### src/rtl/axi_llc_tag_flush_seq.sv
// Way-flush sequencer for the LLC tag store: walks every set of each selected way, forwards
// dirty-eviction descriptors to write-back, and keeps the flushed-way vector that gates lookups.
module axi_llc_tag_flush_seq #(
  parameter int unsigned SetAssociativity = 8,
  parameter int unsigned NumLines         = 256,
  parameter int unsigned TagLength        = 20,
  localparam int unsigned W    = SetAssociativity,
  localparam int unsigned IdxW = (NumLines > 1) ? $clog2(NumLines) : 1
) (
  input  logic                 clk_i,
  input  logic                 rst_ni,
  input  logic                 flush_valid_i,
  output logic                 flush_ready_o,
  input  logic [W-1:0]         flush_ways_i,
  input  logic [W-1:0]         unflush_i,
  output logic                 busy_o,
  output logic                 done_o,
  output logic [W-1:0]         flushed_o,
  output logic                 store_valid_o,
  input  logic                 store_ready_i,
  output logic [W-1:0]         store_way_o,
  output logic [IdxW-1:0]      store_index_o,
  input  logic                 res_valid_i,
  output logic                 res_ready_o,
  input  logic                 res_evict_i,
  input  logic [TagLength-1:0] res_tag_i,
  output logic                 evict_valid_o,
  input  logic                 evict_ready_i,
  output logic [W-1:0]         evict_way_o,
  output logic [IdxW-1:0]      evict_index_o,
  output logic [TagLength-1:0] evict_tag_o
);

  typedef enum logic [2:0] {
    ST_IDLE,
    ST_REQ,
    ST_WAIT,
    ST_EVICT,
    ST_DONE
  } state_e;

  localparam logic [IdxW-1:0] LastIdx = IdxW'(NumLines - 1);

  state_e               state_q, state_d;
  logic [W-1:0]         pending_q, pending_d;
  logic [W-1:0]         way_q, way_d;
  logic [IdxW-1:0]      index_q, index_d;
  logic [TagLength-1:0] tag_q, tag_d;
  logic [W-1:0]         flushed_q, flushed_d;
  logic                 armed_q;

  logic                 advance;
  logic [W-1:0]         accept_pend;
  logic [W-1:0]         rest_pend;

  // Isolates the lowest set bit as a one-hot vector; ways are served in ascending order.
  function automatic logic [W-1:0] lowest_bit(input logic [W-1:0] v);
    return v & (~v + W'(1));
  endfunction

  // NOTE: every variable driven here gets a default first, so no path can infer a latch.
  always_comb begin
    state_d     = state_q;
    pending_d   = pending_q;
    way_d       = way_q;
    index_d     = index_q;
    tag_d       = tag_q;
    flushed_d   = flushed_q;
    advance     = 1'b0;
    accept_pend = '0;
    rest_pend   = '0;

    case (state_q)
      ST_IDLE: begin
        if (armed_q) begin
          flushed_d = flushed_q & ~unflush_i;
          if (flush_valid_i) begin
            accept_pend = flush_ways_i & ~flushed_d;
            if (accept_pend == '0) begin
              state_d = ST_DONE;
            end else begin
              pending_d = accept_pend;
              way_d     = lowest_bit(accept_pend);
              index_d   = '0;
              state_d   = ST_REQ;
            end
          end
        end
      end
      ST_REQ: begin
        if (store_ready_i) state_d = ST_WAIT;
      end
      ST_WAIT: begin
        if (res_valid_i) begin
          if (res_evict_i) begin
            tag_d   = res_tag_i;
            state_d = ST_EVICT;
          end else begin
            advance = 1'b1;
          end
        end
      end
      ST_EVICT: begin
        if (evict_ready_i) advance = 1'b1;
      end
      ST_DONE: begin
        state_d = ST_IDLE;
      end
      default: begin
        state_d = ST_IDLE;
      end
    endcase

    // Step to the next set, or retire the way and pick the next pending one.
    if (advance) begin
      if (index_q != LastIdx) begin
        index_d = index_q + IdxW'(1);
        state_d = ST_REQ;
      end else begin
        flushed_d = flushed_q | way_q;
        rest_pend = pending_q & ~way_q;
        pending_d = rest_pend;
        index_d   = '0;
        if (rest_pend != '0) begin
          way_d   = lowest_bit(rest_pend);
          state_d = ST_REQ;
        end else begin
          state_d = ST_DONE;
        end
      end
    end
  end

  // NOTE: state registers use non-blocking assignments so all of them update together on the edge.
  always_ff @(posedge clk_i or negedge rst_ni) begin
    if (!rst_ni) begin
      state_q   <= ST_IDLE;
      pending_q <= '0;
      way_q     <= '0;
      index_q   <= '0;
      tag_q     <= '0;
      flushed_q <= '0;
      armed_q   <= 1'b0;
    end else begin
      state_q   <= state_d;
      pending_q <= pending_d;
      way_q     <= way_d;
      index_q   <= index_d;
      tag_q     <= tag_d;
      flushed_q <= flushed_d;
      armed_q   <= 1'b1;
    end
  end

  // armed_q keeps flush_ready_o low while reset is asserted, so every output reads 0 in reset.
  assign flush_ready_o = (state_q == ST_IDLE) && armed_q;
  assign busy_o        = (state_q != ST_IDLE);
  assign done_o        = (state_q == ST_DONE);
  assign flushed_o     = flushed_q;

  assign store_valid_o = (state_q == ST_REQ);
  assign store_way_o   = store_valid_o ? way_q : '0;
  assign store_index_o = store_valid_o ? index_q : '0;

  assign res_ready_o   = (state_q == ST_WAIT);

  assign evict_valid_o = (state_q == ST_EVICT);
  assign evict_way_o   = evict_valid_o ? way_q : '0;
  assign evict_index_o = evict_valid_o ? index_q : '0;
  assign evict_tag_o   = evict_valid_o ? tag_q : '0;

endmodule
### config.mk
export PLATFORM = sky130hd
export DESIGN_NAME = axi_llc_tag_flush_seq
export DESIGN_NICKNAME = d
export VERILOG_FILES = /design/src/rtl/axi_llc_tag_flush_seq.sv
export SDC_FILE = /design/constraint.sdc
export NUM_CORES = 1
export LEC_CHECK = 0
export ABC_AREA = 1
export CORE_UTILIZATION = 41
export CTS_CLUSTER_DIAMETER = 120
export CTS_CLUSTER_SIZE = 24
export DETAILED_ROUTE_END_ITERATION = 6
export PLACE_DENSITY = 0.83
export SYNTH_ARGS = -nofsm -noshare
export SYNTH_HDL_FRONTEND = slang
export SYNTH_SLANG_ARGS = --single-unit
### constraint.sdc
create_clock -name clk_i -period 1.3 [get_ports clk_i]
set_input_delay 0.26 -clock clk_i [delete_from_list [all_inputs] [get_ports clk_i]]
set_output_delay 0.26 -clock clk_i [all_outputs]
set_load 0.03 [all_outputs]
## After elaboration in Yosys (flattened, before gate mapping)

Index checks and enable logic that the tools add are counted.

| word-level totals | value |
|---|---|
| input bits | 43 |
| output and inout port bits | 66 |
| register bits | 56 |

| cells by class | value |
|---|---|
| multiplexer cells | 42 |
| eq/ne operators | 12 |
| reduce and logical (&&, ||, !) cells | 11 |
| add/subtract/negate cells | 3 |
| bitwise gates (word level) | 11 |

Operators by type and width:

| operator | number |
|---|---|
| 8-bit 2-to-1 mux | 27 |
| 8-bit AND | 5 |
| 8-bit inverter | 5 |
| 3-bit 2-to-1 mux | 9 |
| 8-bit by 1-bit adder with 8-bit output (second input constant) | 3 |
| 20-bit 2-to-1 mux | 1 |
| 3-bit case mux with 4 select lines | 1 |
| 8-bit logical NOT | 1 |
| 8-bit inequality test (second input constant) | 1 |
| 8-bit bitwise OR | 1 |
| 8-bit nonzero test | 1 |
| 3-bit by 2-bit == test with 1-bit output (second input constant) | 2 |
| 3-bit by 1-bit inequality test with 1-bit output (second input constant) | 2 |
| 3-bit inequality test (second input constant) | 2 |
| 6-bit AND reduction | 1 |
| 2-bit nonzero test | 3 |
| 4-bit AND reduction | 1 |
| 3-bit by 1-bit == test with 1-bit output (second input constant) | 1 |
| 3-bit == test (second input constant) | 1 |
| 3-bit logical NOT | 1 |
| 1-bit 2-to-1 mux | 3 |
| 3-bit by 2-bit inequality test with 1-bit output (second input constant) | 1 |
| 3-bit AND reduction | 1 |
| 3-bit nonzero test | 1 |
| 4 further kinds | 4 |

## Logic depth before layout (Yosys ltp)

Gate-level depths: netlist of the first run.

| depth | value |
|---|---|
| depth in word-level cells | 14 |
| gate-level depth with buffers | 12 |
| depth with buffers taken out | 11 |

## Least setup slack after synthesis of the first run

OpenSTA, ideal clock, no wires.

| timing | value |
|---|---|
| path type | register -> output |
| start | register state_q[0] |
| end | output port store_index_o[0] |
| cell stages (with the launch flop) | 8 |
| setup slack | -0.966 ns |
| required time | 1.040 ns |
| data arrival time | 2.006 ns |
| cell sequence | dfrtp_1 inv_1 nor2_1 inv_1 nor2_1 inv_1 buf_2 nor2_1 |

| on the way | value |
|---|---|
| word-level cells in the longest chain between the ends | 2 |

RTL lines:

| item | line | text |
|---|---|---|
| start, declared | 44 | `state_e state_q, state_d;` |
| start signal, assigned | 145 | `state_q <= state_d;` |
| 3-bit by 1-bit == test with 1-bit output | 161 | `assign store_valid_o = (state_q == ST_REQ);` |
| named net store_valid_o | 19 | `output logic store_valid_o,` |
| 8-bit 2-to-1 mux | 163 | `assign store_index_o = store_valid_o ? index_q : '0;` |
| end, declared | 22 | `output logic [IdxW-1:0] store_index_o,` |

The timed path passes the listed nets, and every way through them passes these cells.

## Final worst setup path of the first run

| timing | value |
|---|---|
| start | register state_q[0] |
| end | register pending_q[1] |

| on the way | value |
|---|---|
| word-level cells in the longest chain between the ends | 4 |
| elaborated cells between the ends (all ways) | 7 |
| classes of those cells | 2 x eq/ne; 4 x mux; 1 x reduce/logical |

RTL lines:

| item | line | text |
|---|---|---|
| 3-bit logical NOT | 73 | `case (state_q)` |
| 8-bit 2-to-1 mux | 73 |  |
| 8-bit 2-to-1 mux | 116 | `if (index_q != LastIdx) begin` |
| 8-bit 2-to-1 mux (*) | 115 | `if (advance) begin` |
| named net pending_d[1] | 45 | `logic [W-1:0] pending_q, pending_d;` |
| end signal, assigned | 146 | `pending_q <= pending_d;` |
| end, declared | 45 |  |

Mark *: on every way through the listed nets, which the timed path passes. The rest lies on a longest branch.
A chain may end at the register's enable or synchronous reset.

==> implementation parameters, run 1 <==
Parameter                              Value

Synth
  Sequential cell area fraction in the yosys report ... roughly 44%
  Simple-gate portion of the synthesized area ... between 30% and 40%
  Average instance area after synthesis ... ~6.9 um^2
  Mapped cell area ... between 0.003 and 0.004 mm^2
  Share of synthesized flip-flops with an asynchronous set or reset ... between 90% and 100%
  Synth Area in Compound Gates ... about a tenth
  Nets in the synthesized netlist ... slightly above 500
  Multiplexer area fraction after synthesis ... 0%
  Count of synthesis-stage warnings from yosys ... 0
  Cell count after synthesis ... 462
  Number of library cell types mapped by synthesis ... 35
  Xor and xnor area share after synthesis ... less than 1%
  Number of synthesized flops with an enable pin ... 0
  Adder-cell share of the synthesized area ... 0.391%
  #FFs+latches synth ... 56
  Dominant combinational cell family by area after synthesis ... simple AND/OR/NAND/NOR gates
  Most frequently used flop master after synthesis ... sky130_fd_sc_hd__dfrtp_1

Floorplan
  CORE AREA ... ~0.0074 mm^2
  Initial Utilization ... ~43%
  Floorplan row count ... 31
  Die Y-Extent ... around 90 um
  Die Wd ... approximately 90 um
  # IOs ... around 110
  Total Die Area ... 0.00816 mm^2

Setup path
  Arrival time of the worst setup path ... 2310 ps
  Cell-by-cell trace of the critical path ... buf_4 -> buf_4 -> buf_4 -> nor3_4 -> nand3_2 -> nand2_4 -> nand2_8 -> buf_8 -> a31oi_1
  Reg-to-reg critical path startpoint ... state_q[0]$_DFFE_PN0P_
  Top fanout value on the critical path ... 7
  Cell depth of the worst setup path ... 9
  Most frequent cell on the critical path ... sky130_fd_sc_hd__buf_4
  Highest-delay cell along the critical path ... sky130_fd_sc_hd__dfrtp_1
  Sort of element at the start of the critical path ... register
  Type of the worst setup path ... reg2reg
  CP Launch Point ... state_q[0]$_DFFE_PN0P_
  CP peak stage delay ... about 430 ps
  Element type at the critical path end ... register
  Required time at the endpoint of the critical path ... 1500 ps
  Buffer and inverter count on the worst path ... 4
  Worst reg2reg path depth ... 9
  Worst path top cell family by delay ... buffers and inverters

Detailed routing
  Met1 wire length ... roughly 5.8 mm
  Metal3 WL ... 1.39 mm
  Average detailed-routed wire length per instance ... around 22 um
  DRC errors left ... 0
  DR vias ... 4,477
  Routed wire length ... 17.0 mm
  Drt first pass iters ... 5
  Routed via count divided by cell count ... around 5.7
  Sum of met2 wire segment lengths after detailed routing ... about 8.4 mm
  Detailed router's first-iteration violation count ... 351
  Top sig layer ... met4
  Detail Route Antenna Nets ... 0

GRT
  Initial antenna violation count ... 0
  First-pass GRT wire length ... approximately 23 mm
  Sum of overflow across all layers after global routing ... 0
  Via count of the first global-routing pass ... between 4k and 5k
  Pin count of the biggest net entering global routing ... 57
  Overall fraction of global-route tracks in use ... 36.4%

Timing
  Clock Skew ... approximately 27 ps
  Final Hold Vio Count ... 0
  Final critical-path setup slack ... -808 ps
  Setup repair after global routing missed its margin ... true
  Time the worst path needs with I/O delays and setup ... between 2000 and 2500 ps
  Max Transition Viols Final ... 0
  Final setup violation count ... about 110
  Max frequency ... 474 MHz
  Part of the cycle the worst path needs ... 162%

CTS
  Sink Count ... 56
  Maximum level of the CTS H-tree ... 2
  Clock-pin slew on the worst setup and hold paths ... approximately 140 ps
  Clock tree from TritonCTS ... done
  Number of buffers inserted during clock tree synthesis ... 5
  Clock latency of the later-clocked register in the worst-skew pair ... 340 ps
  Buffers from clock root to sink, at most ... 2
  Buffer cell driving the clock tree root ... sky130_fd_sc_hd__clkbuf_8

Status
  Result of the run ... complete, but fails checks
  Violated checks ... negative setup slack

Placement
  Worst slack at placement ... -499 ps
  Detailed placer's ending HPWL ... around 7.5 mm
  Gpl congestion ... 0.916
  Instance area after placement ... approximately 0.0053 mm^2
  Count of input and output buffers ... 108

Finish
  Cell area after layout ... between 0.006 and 0.007 mm^2
  Proportion of layout cells with a drive suffix above 1 ... between 50 and 60%
  Final layout net count ... 731
  Area taken by flip-flops and latches ... about 0.0014 mm^2
  # diodes ... 0
  Relative area change from synthesis to final layout ... 109%
  Commonest cells after routing, fill and taps aside ... 93 x sky130_fd_sc_hd__nand2_1, 87 x sky130_fd_sc_hd__buf_4, 72 x sky130_fd_sc_hd__buf_6
  Area occupied by multi-input gates ... ~0.0023 mm^2
  Most common cell after layout, fill and taps aside ... sky130_fd_sc_hd__nand2_1
  Total of fill cells in the finished design ... between 300 and 400

Pwr
  Leakage dissipation ... between 3 and 4 nW
  Peak supply drop ... approximately 1.3 mV
  Design Power ... 12.5 mW
  Areal power density over the cells ... between 1500 and 2000 mW/mm^2

Hold path
  Min-delay worst type ... in2async

Job
  Max_cap viols ... 0
per-layer routing:
metal	global-route usage, %	vias to the layer above
met5	0	-
met4	18.4	0
met3	5.47	126
met2	66.6	354
met1	40.8	2116
li1	-	1881
Yosys cell counts, types with 2 or more instances:
library cell | n | share of area [%]
sky130_fd_sc_hd__o21ai_0 | 28 | 4.4
sky130_fd_sc_hd__nand3_1 | 21 | 3.3
sky130_fd_sc_hd__inv_2 | 2 | 0.23
sky130_fd_sc_hd__inv_1 | 70 | 8.2
sky130_fd_sc_hd__buf_6 | 2 | 0.70
sky130_fd_sc_hd__clkbuf_1 | 7 | 0.82
sky130_fd_sc_hd__o21ai_1 | 2 | 0.31
sky130_fd_sc_hd__nor2_1 | 106 | 12
sky130_fd_sc_hd__dfrtp_1 | 56 | 44
sky130_fd_sc_hd__nor3_4 | 2 | 1.0
sky130_fd_sc_hd__buf_2 | 2 | 0.31
sky130_fd_sc_hd__nand2_4 | 3 | 1.1
sky130_fd_sc_hd__a21oi_1 | 25 | 3.9
sky130_fd_sc_hd__a31oi_1 | 3 | 0.59
sky130_fd_sc_hd__nand4_1 | 7 | 1.4
sky130_fd_sc_hd__nand2_2 | 2 | 0.39
sky130_fd_sc_hd__nand2_1 | 99 | 12
sky130_fd_sc_hd__nor3_1 | 5 | 0.78
sky130_fd_sc_hd__a21oi_2 | 2 | 0.55
sky130_fd_sc_hd__or2_2 | 3 | 0.59
kinds of logic after synthesis:
group                    count (synthesis)
AND/OR/NAND/NOR                        254
adder cells (fa/ha/maj)                  1
AO/OA/AOI/OAI                           63
XOR/XNOR                                 1
buffers and inverters                   86
other                                    1
flip-flops                              56
layout make-up:
| class | count | share of cell area, % |
|---|---|---|
| Tap cell | 99 | 1.86 |
| Clock inverter | 3 | 0.375 |
| Inverter | 74 | 4.69 |
| Multi-Input combinational cell | 321 | 33.9 |
| Sequential cell | 56 | 21.1 |
| Clock buffer | 5 | 1.03 |
| Timing Repair inverter | 2 | 0.375 |
| Timing Repair Buffer | 227 | 36.7 |
state kept, by name (all words and copies together), names as in the netlist:
signal and flops:
state_q 3, index_q 8, tag_q 20, way_q 8
armed_q 1, pending_q 8, flushed_o 8
what timing repair did:
action                                  in CTS  in global routing
pin swaps                                   13                  3
setup buffers                               18                  8
gates cloned                                11                  0
endpoints found under the setup margin     115                114
gates resized for setup                    160                 37
endpoints found under the hold margin       56                  0
hold buffers                                 1                  0
worst min-delay path: stages:
cell                            delay, ps
sky130_fd_sc_hd__dlygate4sd3_1        510
sky130_fd_sc_hd__buf_2                120
sky130_fd_sc_hd__buf_12               280
where the power goes:
group | switching [mW] | leakage, nW | total, mW | internal, mW
sequential | 0.392 | 0.682 | 2.71 | 2.32
clock | 0.706 | 0.0452 | 1.10 | 0.397
combinational | 5.08 | 2.41 | 8.72 | 3.64
final timing paths:
path / end / slack [ps]
worst max-delay path: pending_q[1]$_DFF_PN0_ / -810
worst min-delay path: tag_q[2]$_DFFE_PN0P_ / 430
worst max register to register: pending_q[1]$_DFF_PN0_ / -810
worst min register to register: way_q[7]$_DFF_PN0_ / 560
max in group asynchronous: flushed_o[3]$_DFF_PN0_ / 560
min in group clk_i: tag_q[9]$_DFFE_PN0P_ / 520
stage by stage:
stage	util, %	TNS [ps]	std cells	hold slack (ps)
6_report	90.1	-72390	787	427
5_1_grt	90.1	-76810	787	452
4_1_cts	87.3	-56710	779	466
3_5_place_dp	71.9	-32100	742	283
3_3_place_gp	71.9	-28160	742	284
2_1_floorplan	-	-40920	462	-35.6
(Power assumes the default switching activity.)
==> run 2: changes to the inputs <==
--- a/config.mk
+++ b/config.mk
@@ -6,6 +6,7 @@
 export NUM_CORES = 1
 export LEC_CHECK = 0
 export ABC_AREA = 1
+export CAP_MARGIN = 20
 export CORE_UTILIZATION = 41
 export CTS_CLUSTER_DIAMETER = 120
 export CTS_CLUSTER_SIZE = 24
==> results of run 2 <==
The final DEF is identical to that of run 1; final timing and power are the same.
